File: src/rtl/ntt_pkg.sv
// Shared NTT constants, mode enum and modular-reduction helpers.
// Q = Q_K*2^Q_M+1; K-reduction maps C to Q_K*C mod Q.
package ntt_pkg;

  localparam int Q          = 3329;
  localparam int Q_K        = 13;
  localparam int Q_M        = 8;
  localparam int DATA_WIDTH = 12;

  // signed reduction intermediate width
  localparam int RED_W = 2*DATA_WIDTH+1;

  localparam int RED_STEPS_DEF = 2;

  typedef enum logic {
    MM_MONT  = 1'b0,
    MM_PLAIN = 1'b1
  } mo_mode_e;

  // R^2 mod Q with R = 2^(steps*Q_M)
  function automatic int mont_r2(input int steps);
    int r;
    r = 1;
    for (int i = 0; i < steps*Q_M; i++)
      r = (r*2) % Q;
    return (r*r) % Q;
  endfunction

  localparam int MONT_R2 = mont_r2(RED_STEPS_DEF);

  // One K-red step: Q_K*c0 - c1 == -C*2^-Q_M (mod Q).
  // Steps come in pairs so the sign cancels.
  function automatic logic signed [RED_W-1:0] kred(
    input logic signed [RED_W-1:0] c
  );
    logic signed [RED_W-1:0] k, lo, hi;
    k  = RED_W'(Q_K);
    lo = {{(RED_W-Q_M){1'b0}}, c[Q_M-1:0]};
    hi = c >>> Q_M;
    return k*lo - hi;
  endfunction

  // input lies in (-Q, 2Q) after two steps on in-range operands
  function automatic logic [DATA_WIDTH-1:0] canon(
    input logic signed [RED_W-1:0] r
  );
    logic signed [RED_W-1:0] q, v;
    q = RED_W'(Q);
    v = r;
    if (v < 0)
      v = v + q;
    else if (v >= q)
      v = v - q;
    return v[DATA_WIDTH-1:0];
  endfunction

endpackage

File: src/rtl/mo_mul_array_pipe.sv
// One lane, one pass: z = x*y*R^-1 mod Q, canonical.
// Ports: clk, en (stall-all advance), x, y in; z out. No reset.
module mont_red_pipe
  import ntt_pkg::*;
#(
  parameter int MUL_STAGES = 1,
  parameter int RED_STEPS  = 2
) (
  input  logic                  clk,
  input  logic                  en,
  input  logic [DATA_WIDTH-1:0] x,
  input  logic [DATA_WIDTH-1:0] y,
  output logic [DATA_WIDTH-1:0] z
);

  localparam int PW = 2*DATA_WIDTH;

  logic [PW-1:0]           prod [MUL_STAGES];
  logic signed [RED_W-1:0] red  [RED_STEPS];

  always_ff @(posedge clk) begin
    if (en) begin
      prod[0] <= PW'(x) * PW'(y);
      for (int i = 1; i < MUL_STAGES; i++)
        prod[i] <= prod[i-1];
      red[0] <= kred({1'b0, prod[MUL_STAGES-1]});
      for (int i = 1; i < RED_STEPS; i++)
        red[i] <= kred(red[i-1]);
      z <= canon(red[RED_STEPS-1]);
    end
  end

endmodule

File: src/rtl/mo_mul_array.sv
// LANES-wide pipelined modular multiplier, valid/ready, stall-all.
// Ports: clk, rst, in_* (valid/ready/mode/tag/a/b), out_* (valid/ready/tag/data).
module mo_mul_array
  import ntt_pkg::*;
#(
  parameter int LANES      = 2,
  parameter int TAG_W      = 8,
  parameter int MUL_STAGES = 1,
  parameter int RED_STEPS  = 2
) (
  input  logic                        clk,
  input  logic                        rst,
  input  logic                        in_valid,
  output logic                        in_ready,
  input  logic                        in_mode,
  input  logic [TAG_W-1:0]            in_tag,
  input  logic [LANES*DATA_WIDTH-1:0] in_a,
  input  logic [LANES*DATA_WIDTH-1:0] in_b,
  output logic                        out_valid,
  input  logic                        out_ready,
  output logic [TAG_W-1:0]            out_tag,
  output logic [LANES*DATA_WIDTH-1:0] out_data
);

  localparam int D   = MUL_STAGES + RED_STEPS + 1;
  localparam int LAT = 2*D;
  localparam int DW  = DATA_WIDTH;

  localparam logic [DW-1:0] R2 = DW'(mont_r2(RED_STEPS));

  logic             adv;
  logic [LAT-1:0]   vld;
  mo_mode_e         mode [LAT];
  logic [TAG_W-1:0] tag  [LAT];

  assign adv       = !out_valid | out_ready;
  assign in_ready  = adv;
  assign out_valid = vld[LAT-1];

  always_ff @(posedge clk) begin
    if (rst)
      vld <= '0;
    else if (adv)
      vld <= {vld[LAT-2:0], in_valid};
  end

  always_ff @(posedge clk) begin
    if (adv) begin
      mode[0] <= mo_mode_e'(in_mode);
      tag[0]  <= in_tag;
      for (int i = 1; i < LAT; i++) begin
        mode[i] <= mode[i-1];
        tag[i]  <= tag[i-1];
      end
    end
  end

  // gated by valid so reset and bubbles present zeros
  assign out_tag = out_valid ? tag[LAT-1] : '0;

  for (genvar g = 0; g < LANES; g++) begin : g_lane
    logic [DW-1:0] p1, p2;
    logic [DW-1:0] bp [D];

    mont_red_pipe #(
      .MUL_STAGES (MUL_STAGES),
      .RED_STEPS  (RED_STEPS)
    ) u_p1 (
      .clk (clk),
      .en  (adv),
      .x   (in_a[g*DW +: DW]),
      .y   (in_b[g*DW +: DW]),
      .z   (p1)
    );

    // second pass lifts a*b*R^-1 back to a*b
    mont_red_pipe #(
      .MUL_STAGES (MUL_STAGES),
      .RED_STEPS  (RED_STEPS)
    ) u_p2 (
      .clk (clk),
      .en  (adv),
      .x   (p1),
      .y   (R2),
      .z   (p2)
    );

    always_ff @(posedge clk) begin
      if (adv) begin
        bp[0] <= p1;
        for (int i = 1; i < D; i++)
          bp[i] <= bp[i-1];
      end
    end

    assign out_data[g*DW +: DW] =
      !out_valid                 ? '0 :
      (mode[LAT-1] == MM_PLAIN)  ? p2 :
                                   bp[D-1];
  end

endmodule
File: config.mk
export PLATFORM = sky130hd
export DESIGN_NAME = mo_mul_array
export DESIGN_NICKNAME = d
export VERILOG_FILES = /design/src/rtl/ntt_pkg.sv /design/src/rtl/mo_mul_array_pipe.sv /design/src/rtl/mo_mul_array.sv
export SDC_FILE = /design/constraint.sdc
export NUM_CORES = 2
export LEC_CHECK = 0
export BUFFER_PORTS_ARGS = -buffer_cell sky130_fd_sc_hd__buf_2
export CORE_ASPECT_RATIO = 0.6
export CORE_UTILIZATION = 25
export DETAILED_ROUTE_END_ITERATION = 16
export PLACE_DENSITY = 0.45
export SYNTH_ARGS = -nofsm -noshare
export SYNTH_HDL_FRONTEND = slang
export SYNTH_HIERARCHICAL = 1
export SYNTH_SLANG_ARGS = --single-unit
File: constraint.sdc
create_clock -name clk -period 6.9 [get_ports clk]
set_input_delay 1.38 -clock clk [delete_from_list [all_inputs] [get_ports clk]]
set_output_delay 1.38 -clock clk [all_outputs]
set_load 0.05 [all_outputs]
* Word-level counts from Yosys, hierarchy flattened
Memories as Yosys holds them, arrays and structs flattened.
Index checks and enable logic that the tools add are counted.
** Word-level totals
- Register bits :: 56
- Memory bits (writable) :: 462
- Input bits :: 61
- Memories :: 12
- Logic and storage cells :: 70
** Memory list
- tag :: depth 8, width 8, rd ports 8, clocked after Yosys merged registers in 0, wr ports 8, RTL line mo_mul_array.sv:34 : logic [TAG_W-1:0] tag [LAT];
- g_lane[0].u_p1.red :: depth 2, width 25, rd ports 2, clocked after Yosys merged registers in 0, wr ports 2, RTL line mo_mul_array_pipe.sv:19 : logic signed [RED_W-1:0] red [RED_STEPS];
- g_lane[0].u_p2.red :: depth 2, width 25, rd ports 2, clocked after Yosys merged registers in 0, wr ports 2, RTL line mo_mul_array_pipe.sv:19
- g_lane[1].u_p1.red :: depth 2, width 25, rd ports 2, clocked after Yosys merged registers in 0, wr ports 2, RTL line mo_mul_array_pipe.sv:19
- g_lane[1].u_p2.red :: depth 2, width 25, rd ports 2, clocked after Yosys merged registers in 0, wr ports 2, RTL line mo_mul_array_pipe.sv:19
- g_lane[0].bp :: depth 4, width 12, rd ports 4, clocked after Yosys merged registers in 0, wr ports 4, RTL line mo_mul_array.sv:63 : logic [DW-1:0] bp [D];
- 6 more memories
** Cells by class
- Reductions and logical operators :: 1
- Magnitude comparators :: 8
- Multipliers :: 12
- Add/sub/neg operators :: 16
- Bitwise gates (word level) :: 1
- Mux-type cells :: 15
** Operator list (count)
- 12-bit two-way mux :: 12
- 25-bit by 13-bit >= comparator with 1-bit output (second input constant) :: 4
- 25-bit by 1-bit less-than comparator with 1-bit output (second input constant) :: 4
- 25-bit by 17-bit subtractor with 25-bit output :: 4
- 4-bit by 8-bit multiplier with 12-bit output (first input constant) :: 8
- 13-bit by 17-bit subtractor with 18-bit output :: 4
- 12-bit by 11-bit adder with 12-bit output (second input constant) :: 4
- 12-bit by 12-bit multiplier with 24-bit output :: 2
- 12-bit by 11-bit subtractor with 12-bit output (second input constant) :: 4
- 12-bit by 11-bit multiplier with 23-bit output (second input constant) :: 2
- 8-bit two-way mux :: 1
- 1-bit two-way mux :: 2
- 1-bit logical NOT :: 1
- 1-bit OR :: 1

* Logic depth before layout (Yosys ltp)
- Depth in word-level cells :: 4
- Mapped depth :: 20
- Depth with buffers taken out :: 19

* Modules after synthesis
The synthesis kept the hierarchy.
** Modules (own cells, without submodules)
- mont_red_pipe (g_lane[0].u_p1 ...) :: instances 2, area an instance 9893.2 um^2, cells an instance 1052
- mont_red_pipe (g_lane[1].u_p2) :: instances 1, area an instance 9909.5 um^2, cells an instance 1062
- mont_red_pipe (g_lane[1].u_p1) :: instances 1, area an instance 9905.8 um^2, cells an instance 1050
- mo_mul_array :: instances 1, area an instance 5861.9 um^2, cells an instance 259

* Worst setup path before layout
No wires, ideal clock.
- Kind :: input port to flip-flop
- From :: in in_b[11]
- To :: mem g_lane[0].u_p1/prod[0][22] in the netlist's numbering (data pin)
- Library setup time :: 265 ps
- Stages :: 18
- Path slack :: 499 ps
- Buffers on the path :: 1
- Arrival :: 6136 ps
- Path through :: clkbuf_1 > nand2_1 > fa_1 > fa_1 > inv_1 > fa_1 > fa_1 > inv_1 > fa_1 > inv_1 > ha_1 > a21o_1 > a21o_1 > a21o_1 > a22o_1 > a221oi_1 > nand3b_1 > nand4_1
** Between the ends
- Word-level cells in the longest chain between the ends :: 1
** RTL lines
- start, declared :: RTL line mo_mul_array.sv:18 : input logic [LANES*DATA_WIDTH-1:0] in_b,
- 12-bit by 12-bit multiplier with 24-bit output :: RTL line mo_mul_array_pipe.sv:23 : prod[0] <= PW'(x) * PW'(y);
- end, declared :: RTL line mo_mul_array_pipe.sv:18 : logic [PW-1:0] prod [MUL_STAGES];
Every way passes these cells.

* Worst setup path in the final report
- From :: in in_a[1]
- To :: mem g_lane[0].u_p1/prod[0][22] in the netlist's numbering (data pin)
** Between the ends
- Word-level cells in the longest chain between the ends :: 1
** RTL lines
- start, declared :: RTL line mo_mul_array.sv:17 : input logic [LANES*DATA_WIDTH-1:0] in_a,
- 12-bit by 12-bit multiplier with 24-bit output :: RTL line mo_mul_array_pipe.sv:23
Every way passes these cells.

==> summary.txt <==
Yosys
  – Synthesized area per cell: approximately 10 um^2
  – Top cell type's share of synthesized area: 0.299
  – Synth warn: 6
  – FF+latch count, synth: 460
  – Main area contributors after synthesis: edfxtp_1 30%, fa_1 21%, ha_1 14%
  – Cell area after synthesis: between 40000 and 50000 um^2
  – Distinct cells, synth: 85
  – Cells after Synth: ~4500
  – Main synth FF type: edfxtp_1
  – Post-synth EDFFs: approximately 450
  – Sequential area share after synthesis: 0.302
  – Area leader, netlist: edfxtp_1
  – Ys async rst share: 0

Setup path
  – FF-to-FF Start: g_lane[0].u_p1/z[3]
  – CP endpoint kind: flip-flop
  – WP data required: roughly 7.3 ns
  – Critical path peak fanout: 13
  – Crit path from: in_a[1]
  – WS Path Type: primary input to flip-flop
  – Most common cell on crit path: fa_1
  – Crit-path max cell delay: approximately 0.56 ns
  – Crit-path cells: buf_2 > nand2_1 > fa_1 > fa_1 > inv_1 > fa_1 > fa_1 > inv_1 > fa_1 > inv_1 > ha_1 > a21o_1 > a21o_1 > a21o_1 > a22o_1 > a221oi_1 > buf_4 > nand3b_1 > nand4_1
  – Slowest cell on the critical path: fa_1
  – Crit path DAT: approximately 6.4 ns
  – CP Launch Type: primary input

Drt
  – DRT iter0 DRCs: around 1700
  – DRC: 0
  – Drt pass-1 iters: 5
  – Number of vias per cell: 4.18
  – Total number of vias: 29347
  – Post-DRT Antenna Nets: 0
  – Drt total wl: about 100 mm
  – DR WL/cell: between 10 and 15 um

Placement
  – RD Place Congestion: between 0.8 and 0.9
  – Port buffer count: 94
  – Post-DP Area: 49000 um^2
  – Post-DP HPWL: roughly 80 mm

STA
  – Final min period: 6.04 ns
  – Final setup violating endpoints: 0
  – Slew margin rel.: 0.370
  – Pins Over Slew Limit: 0
  – Slew @ Worst Pin: around 0.95 ns
  – Clock Skew: 0.0252 ns
  – Fin Setup TNS: 0 ns
  – Unrepaired setup endpoints after global routing: no
  – Fmax: around 170 MHz
  – Final Hold Fails: 0
  – Period Utilization, post-route: 0.875

Final layout
  – Fill cells: between 15000 and 20000
  – Fin nets: 5675
  – Multi-input logic area: about 28000 um^2
  – Register Area: around 14000 um^2
  – Design area: 50700 um^2
  – Syn-to-layout area delta: 11.5%
  – Utilization after layout: 0.283
  – Layout cells sized above 1: 0.0581

Worst hold path
  – Worst hold path startpoint: tag[0][15]
  – Hold WC Path Type: flip-flop to flip-flop

Global routing
  – GR Util All Layers: 0.110
  – Largest net degree at the start of global routing: between 150 and 200
  – Grt ovf: 0
  – Initial antenna violation count: 6
  – Vias in the first global route: between 20000 and 30000
  – First-pass GRT wire length: about 170 mm

Clock network
  – CTS tree: built
  – Clock buffer depth: 3
  – Post-CTS Setup Inserts: 0
  – Post-CTS Hold Buffers: 0
  – CTS H-tree lvls: 2
  – Root Buffer: clkbuf_16
  – Clock buffer count from CTS: 54
  – Clk_lat worst skew: around 0.64 ns
  – Clock Pin Slew Worst Setup and Hold Paths: approximately 0.060 ns
  – # clock sinks: 460
  – Post-CTS sizing: 0

Die
  – Die Width: ~550 um
  – Core Rows: 120
  – Die height: 332 um
  – Die area: between 150000 and 200000 um^2
  – I/O Pins: between 90 and 100
  – Core Area: 179000 um^2
  – Starting Density: 0.253

Job
  – Max-Cap Viols: 0

Outcome
  – Status: completed
final cells by class:
cell class / count / share of cell area
antenna: 1 / 0.0000494
clock buffer: 59 / 0.0274
clock inverter: 32 / 0.00580
inverter: 952 / 0.0705
multi-input combinational: 3004 / 0.550
sequential: 460 / 0.271
tap: 2379 / 0.0587
timing repair buffer: 142 / 0.0171
cells in the mapped netlist (all sizes together) (6+ instances only):
library cell and instances:
buf 11, o21bai 13, nor4b 6, a21oi 144, and3 15, a21boi 11
nand4 18, a2111oi 9, nor3 55, xor2 83, o22ai 7, nor2b 66
nand2 459, o31ai 12, o21a 27, clkbuf 118, o21ai 105, mux2i 37
o211ai 19, a211oi 14, o32ai 10, o31a 13, fa 476, a31oi 16
a221oi 6, nor2 146, a211o 10, or2 16, xnor2 134, nand3 46
nand3b 7, or4 10, dfxtp 8, edfxtp 452, and2 247, nand2b 34
or3 21, a21o 51, ha 524, inv 948, o311ai 10
path summary, 6_finish.rpt:
kind                            cells after the start                    endpoint  slack [ns]
worst min register to register                      0                  tag[0][23]        0.40
worst min-delay path                                0                  tag[0][23]        0.40
worst max register to register                     18  g_lane[0].u_p2/prod[0][22]        1.04
worst max-delay path                               19  g_lane[0].u_p1/prod[0][22]        0.86
cell families (layout without fill, tap and decap cells):
group	count (synthesis)	after routing	synth area share
simple gates	1158	1158	0.125
compound gates	520	520	0.0777
fa+ha+maj	1000	1000	0.354
other cells	2	73	0.000165
xor+xnor	217	217	0.0418
flops	460	460	0.302
buf+inv	1081	1185	0.0910
mux	37	37	0.00815
layout by cell type, fill, tap and decap left out, types with 9 or more instances in the layout:
master,count
nand3_1,46
a211oi_1,13
o21a_1,27
and2_1,244
conb_1,72
nand4_1,18
edfxtp_1,452
a31oi_1,13
nor2b_1,66
a21boi_0,10
inv_1,948
o21bai_1,13
o211ai_1,17
nand2_1,459
o311ai_0,10
nor3_1,54
xor2_1,83
and3_1,15
clkbuf_16,55
buf_4,45
o31ai_1,10
a2111oi_0,9
buf_2,94
nand2b_1,33
fa_1,476
or3_1,21
xnor2_1,134
or2_2,13
o31a_1,13
a21oi_1,144
a211o_1,10
o21ai_0,99
mux2i_1,37
nor2_1,145
ha_1,524
a21o_1,51
clkinv_1,10
state kept, by name (all words and copies together) (netlist names):
name / cells
tag: 64
g_lane.u_p1/z: 24
g_lane.u_p1/prod: 48
mode: 8
g_lane.u_p1/red: 70
g_lane.u_p2/red: 70
vld: 8
g_lane.bp: 96
g_lane.u_p2/z: 24
g_lane.u_p2/prod: 48
metrics by stage:
step	worst slack (ns)	hold slack [ns]	cells
after CTS	0.941	0.387	7028
after floorplan	0.499	0.400	4545
after global routing	0.745	0.394	7028
after detailed placement	0.218	0.405	6937
after global placement	0.179	0.400	6937
final	0.861	0.398	7029
worst max-delay path, delay by kind of cell:
kind | cells | cell delay (ns)
compound gates | 5 | 1.06
buf+inv | 5 | 0.64
fa+ha+maj | 6 | 3.01
simple gates | 3 | 0.32
per-layer routing:
metal  vias to the layer above  track usage  wire length, um
met4                         2       0.0170             1210
li1                      14672            -                -
met1                     14109        0.184            57500
met3                        84       0.0175             4500
met5                         -            0               10
met2                       480        0.146            36500
Power is left out: the tool's default activity adds up to more than one toggle a clock period on the data nets, which glitch-free logic cannot reach.
